**config.mk**
```make
export PLATFORM = sky130hd
export DESIGN_NAME = rotary_value_ctl
export DESIGN_NICKNAME = d
export VERILOG_FILES = /design/src/rtl/rotary_value_ctl.sv
export SDC_FILE = /design/constraint.sdc
export NUM_CORES = 1
export LEC_CHECK = 0
export CAP_MARGIN = 20
export CORE_MARGIN = 1.5
export CORE_UTILIZATION = 32
export DETAILED_ROUTE_END_ITERATION = 16
export HOLD_SLACK_MARGIN = 0.05
export SYNTH_ARGS = -nofsm -noshare
export SYNTH_HDL_FRONTEND = slang
export SYNTH_SLANG_ARGS = --single-unit
```
**constraint.sdc**
```tcl
create_clock -name i_clk -period 2.9 [get_ports i_clk]
set_clock_uncertainty 0.2 [all_clocks]
set_input_delay 0.725 -clock i_clk [delete_from_list [all_inputs] [get_ports i_clk]]
set_output_delay 0.725 -clock i_clk [all_outputs]
set_load 0.01 [all_outputs]
```
**src/rtl/rotary_value_ctl.sv**
```systemverilog
// rotary_value_ctl: turns rotary encoder cw/ccw pulses and a select pulse into
// an 8-bit committed value. IDLE adjusts the value directly with wrap-around.
// The two edit states adjust one nibble at a time on a working copy, blink the
// active digit, and return to IDLE on commit or after an inactivity timeout.
module rotary_value_ctl #(
    parameter int TIMEOUT_CYCLES = 50_000_000,
    parameter int BLINK_CYCLES   = 12_500_000
) (
    input  logic       i_clk,
    input  logic       i_reset_n,
    input  logic       i_rotary_cw,
    input  logic       i_rotary_ccw,
    input  logic       i_sel,
    output logic [7:0] o_value,
    output logic [7:0] o_disp,
    output logic [1:0] o_blank,
    output logic       o_editing,
    output logic       o_commit
);

    localparam int TW = (TIMEOUT_CYCLES > 1) ? $clog2(TIMEOUT_CYCLES) : 1;
    localparam int BW = (BLINK_CYCLES > 1) ? $clog2(BLINK_CYCLES) : 1;
    localparam logic [TW-1:0] T_LAST = TW'(TIMEOUT_CYCLES - 1);
    localparam logic [BW-1:0] B_LAST = BW'(BLINK_CYCLES - 1);

    typedef enum logic [1:0] {
        S_IDLE    = 2'd0,
        S_EDIT_HI = 2'd1,
        S_EDIT_LO = 2'd2
    } state_t;

    state_t        r_state, w_state_nxt;
    logic [7:0]    r_value, w_value_nxt;
    logic [7:0]    r_edit, w_edit_nxt;
    logic [TW-1:0] r_tmo, w_tmo_nxt;
    logic [BW-1:0] r_blink, w_blink_nxt;
    logic          r_blank_bit, w_blank_bit_nxt;
    logic          w_commit_nxt;
    logic [7:0]    w_disp_nxt;
    logic [1:0]    w_blank_nxt;

    // Exactly one direction pulse counts as an event; both together are ignored.
    logic w_cw, w_ccw, w_rot;
    assign w_cw  = i_rotary_cw & ~i_rotary_ccw;
    assign w_ccw = i_rotary_ccw & ~i_rotary_cw;
    assign w_rot = w_cw | w_ccw;

    function automatic logic [7:0] byte_step(input logic [7:0] b, input logic up);
        return up ? b + 8'd1 : b - 8'd1;
    endfunction

    function automatic logic [3:0] nib_step(input logic [3:0] n, input logic up);
        return up ? n + 4'd1 : n - 4'd1;
    endfunction

    // Next-state, datapath and output decode; sel outranks any rotary pulse.
    always_comb begin
        w_state_nxt     = r_state;
        w_value_nxt     = r_value;
        w_edit_nxt      = r_edit;
        w_tmo_nxt       = r_tmo;
        w_blink_nxt     = r_blink;
        w_blank_bit_nxt = r_blank_bit;
        w_commit_nxt    = 1'b0;

        case (r_state)
            S_EDIT_HI, S_EDIT_LO: begin
                if (i_sel) begin
                    w_tmo_nxt       = '0;
                    w_blink_nxt     = '0;
                    w_blank_bit_nxt = 1'b0;
                    if (r_state == S_EDIT_HI) begin
                        w_state_nxt = S_EDIT_LO;
                    end else begin
                        w_value_nxt  = r_edit;
                        w_commit_nxt = 1'b1;
                        w_state_nxt  = S_IDLE;
                    end
                end else if (w_rot) begin
                    w_tmo_nxt       = '0;
                    w_blink_nxt     = '0;
                    w_blank_bit_nxt = 1'b0;
                    if (r_state == S_EDIT_HI)
                        w_edit_nxt = {nib_step(r_edit[7:4], w_cw), r_edit[3:0]};
                    else
                        w_edit_nxt = {r_edit[7:4], nib_step(r_edit[3:0], w_cw)};
                end else if (r_tmo == T_LAST) begin
                    // Inactivity: drop the working copy, value stays as it was.
                    w_state_nxt     = S_IDLE;
                    w_tmo_nxt       = '0;
                    w_blink_nxt     = '0;
                    w_blank_bit_nxt = 1'b0;
                end else begin
                    w_tmo_nxt = r_tmo + 1'b1;
                    if (r_blink == B_LAST) begin
                        w_blink_nxt     = '0;
                        w_blank_bit_nxt = ~r_blank_bit;
                    end else begin
                        w_blink_nxt = r_blink + 1'b1;
                    end
                end
            end
            default: begin
                w_state_nxt     = S_IDLE;
                w_tmo_nxt       = '0;
                w_blink_nxt     = '0;
                w_blank_bit_nxt = 1'b0;
                if (i_sel) begin
                    w_edit_nxt  = r_value;
                    w_state_nxt = S_EDIT_HI;
                end else if (w_rot) begin
                    w_value_nxt = byte_step(r_value, w_cw);
                end
            end
        endcase

        w_disp_nxt  = (w_state_nxt == S_IDLE) ? w_value_nxt : w_edit_nxt;
        w_blank_nxt = 2'b00;
        if (w_state_nxt == S_EDIT_HI) w_blank_nxt = {w_blank_bit_nxt, 1'b0};
        if (w_state_nxt == S_EDIT_LO) w_blank_nxt = {1'b0, w_blank_bit_nxt};
    end

    // State, counters and registered outputs; reset returns everything to IDLE zeros.
    always_ff @(posedge i_clk) begin
        if (!i_reset_n) begin
            r_state     <= S_IDLE;
            r_value     <= 8'h00;
            r_edit      <= 8'h00;
            r_tmo       <= '0;
            r_blink     <= '0;
            r_blank_bit <= 1'b0;
            o_disp      <= 8'h00;
            o_blank     <= 2'b00;
            o_editing   <= 1'b0;
            o_commit    <= 1'b0;
        end else begin
            r_state     <= w_state_nxt;
            r_value     <= w_value_nxt;
            r_edit      <= w_edit_nxt;
            r_tmo       <= w_tmo_nxt;
            r_blink     <= w_blink_nxt;
            r_blank_bit <= w_blank_bit_nxt;
            o_disp      <= w_disp_nxt;
            o_blank     <= w_blank_nxt;
            o_editing   <= (w_state_nxt != S_IDLE);
            o_commit    <= w_commit_nxt;
        end
    end

    assign o_value = r_value;

endmodule

```
==> results.tsv <==
stage	metric	value	unit
global_routing	globalRouteMet1Util	17.8	%
global_routing	antenna_found_initial	0	
timing	setup_slack	0.0563	ns
synth	synth_common_cells	81 x dfxtp_1, 75 x nor2_1, 33 x xor2_1, 28 x nand2_1, 25 x xnor2_1	
routing	drc	0	
global_routing	gr-usage-met2	22.7	%
routing	viasPerCell	4.75	
timing	max_freq	352	MHz
die	io_pins	25	
clocking	numCtsBuffers	9	
routing	drt_pre_antenna_iters	4	
critical_path	worst_setup_path_end_kind	register	
global_routing	grt_busiest_layer	met2	
synth	synth-edff-count	0	
status	status	finished clean	
final_layout	diodes	0	
die	die-area	13500	µm²
clocking	cts.sinks	81	
routing	drtAntennaViolNets	0	
clocking	insertion_delay	0.34	ns
power	power_leakage	1.92	nW
global_routing	grtUsageTotal	14.1	%
clocking	hold_buffers	0	
timing	setup_viol	0	
global_routing	grt_max_degree	26	
min_path	hold_class	reg -> reg	
synth	yosysTopAreaCell	dfxtp_1	
timing	worst_pin_slew	0.488	ns
synth	ys_seq_elements	81	
clocking	clkTransAtPathRegs	0.06	ns
synth	yosysTopAreaCellShare	39.4	%
clocking	cts.path.max_buffers	2	
routing	totalWireLength	8830	µm
critical_path	start_kind	primary input	
synth	synth.distinct_cells	48	
die	dieHeight	116	µm
synth	avgSynthCellArea	8.84	µm²
routing	routedWlPerCell	12.7	µm
synth	ys.warnings.count	0	
timing	finalMaxSlewViolations	0	
final_layout	seq_area	1620	µm²
synth	synth_cells	465	
die	die_w	116	µm
place	io_buffers	24	
power	cellPowerDensity	564	nW/µm²
clocking	cts_tree	done	
power	ir_drop	0.364	mV
global_routing	grt_pass1_vias	3258	
timing	period_share	98.1	%
final_layout	finalNetCount	542	
place	dp_hpwl	6280	µm
timing	relSlewSlack	67.2	%
critical_path	critical_path_class	in -> reg	
synth	synth_flop_cell	dfxtp_1	
timing	hold_viol	0	
global_routing	use_met3	3.89	%
die	num_rows	41	
critical_path	required	2.93	ns
place	preCtsSetupSlack	-0.862	ns
synth	synth-async-reset-ratio	0	%
die	start_util	32.7	%
global_routing	overflow	0	
critical_path	critical_path_arrival	2.88	ns
clocking	cts-htree-levels	3	
timing	post-route-min-period	2.84	ns
clocking	cts-root-buf	clkbuf_16	
synth	yosysMostFrequentCell	dfxtp_1	
synth	syn-cell-area	4110	µm²
synth	synth_nets	488	
job	cap_violations	0	
global_routing	grt_pass1_wl	15000	µm
routing	vias	3305	
final_layout	syn_to_final_growth	27.3	%
die	core_area	12600	µm²
place	place_congestion	0.786	
power	power	0.00295	W
final_layout	drive_gt1_share	16.2	%
synth	netlist_top_cells_area	dfxtp_1 39%, xor2_1 7.0%, nor2_1 6.8%	
critical_path	crit_fanout	4	
final_layout	num-fill-cells	1247	
synth	synth_seq_area_share	39.4	%
final_layout	multi_input_area	2440	µm²
timing	finalSetupTns	0	ns
routing	drt_iter0_markers	102	
## path summary, 6_finish.rpt
kind / endpoint / depth (start not counted) / start / slack, ns
hold / removal: r_tmo[0] / 1 / r_tmo[0] / 0.24
setup / recovery: r_edit[3] / 11 / i_rotary_ccw / 0.06
setup reg to reg: o_disp[6] / 6 / r_tmo[9] / 0.35
hold reg to reg: r_tmo[0] / 1 / r_tmo[0] / 0.24
## cells in the final DEF (no fill, tap or decap), types with 3 or more instances in the layout
cell type and count:
and3_1 7, mux2_1 4, dfxtp_1 81, a211oi_1 7
clkdlybuf4s50_1 22, and4_1 7, buf_12 3, a21oi_1 12
inv_1 10, and2_1 8, xor2_1 33, a21oi_2 3
nand4_1 13, nand2_1 28, or4b_4 3, nor2_1 75
mux2_2 3, ha_1 11, buf_4 34, nor3b_1 4
clkbuf_16 9, xnor2_1 25, mux2i_1 15, nor3_1 8
ha_4 3, nand3_1 21, a21o_1 3, nor2b_1 5
o211ai_1 4, o21ai_0 19
## through the flow
| step | cells | utilization, % | instance area, µm² | hold WS, ns |
|---|---|---|---|---|
| finish | 696 | 41.7 | 5240 | 0.237 |
| global route | 696 | 41.7 | 5240 | 0.254 |
| CTS | 697 | 41.3 | 5190 | 0.239 |
| detailed placement | 679 | 38.4 | 4830 | 0.231 |
| global placement | 679 | 38.4 | 4830 | 0.226 |
| floorplan | 465 | - | 4170 | 0.213 |
## cell type report
type	count	area share, %
timing repair buffer	62	10.8
sequential	81	31.0
inverter	12	1.17
clock buffer	11	4.83
tap	172	4.11
clock inverter	5	1.48
multi-input combinational	353	46.7
## routing by layer
metal,vias up,routed length [µm]
li1,1711,-
met1,1553,4240
met2,29,4130
met3,12,286
met4,0,180
met5,-,0
## sequential cells by signal (all words and copies together) (netlist names)
name and cells:
r_tmo 26, r_blink 24, o_disp 8, o_value 8
r_edit 8, o_blank 2, r_state 2, o_commit 1
o_editing 1, r_blank_bit 1
## power by group
group / internal (W) / switching (W) / leakage [nW]
clock: 0.000797 / 0.000443 / 0.162
sequential: 0.00116 / 0.0000492 / 0.657
combinational: 0.000271 / 0.000234 / 1.10
total: 0.00223 / 0.000726 / 1.92
## worst max-delay path: stages
cell and delay [ns]:
buf_6 0.11, inv_12 0.04, ha_4 0.14, clkinvlp_4 0.14, buf_12 0.17, ha_4 0.21, a21o_1 0.19, or4b_4 0.54
nand3_2 0.07, or3b_4 0.37, and3_4 0.17
## kinds of logic (layout without fill, tap and decap cells)
| family | count (synthesis) | after routing | share of synthesized area, % |
|---|---|---|---|
| muxes | 22 | 22 | 5.57 |
| DFF | 81 | 81 | 39.4 |
| adders and majority gates | 18 | 18 | 6.02 |
| buffers and inverters | 31 | 90 | 3.35 |
| and+or+nand+nor | 196 | 196 | 24.4 |
| xor gates and xnor gates | 58 | 58 | 12.4 |
| AOI/OAI and AO/OA | 59 | 59 | 8.91 |
## repair_timing
item                                   CTS  global route
setup endpoints to repair               14             4
gates resized for setup                  8            18
endpoints found under the hold margin    0             0
pin swaps                                1             7
setup buffers                            2             0
Note: power is estimated with default switching activity, not from simulation.
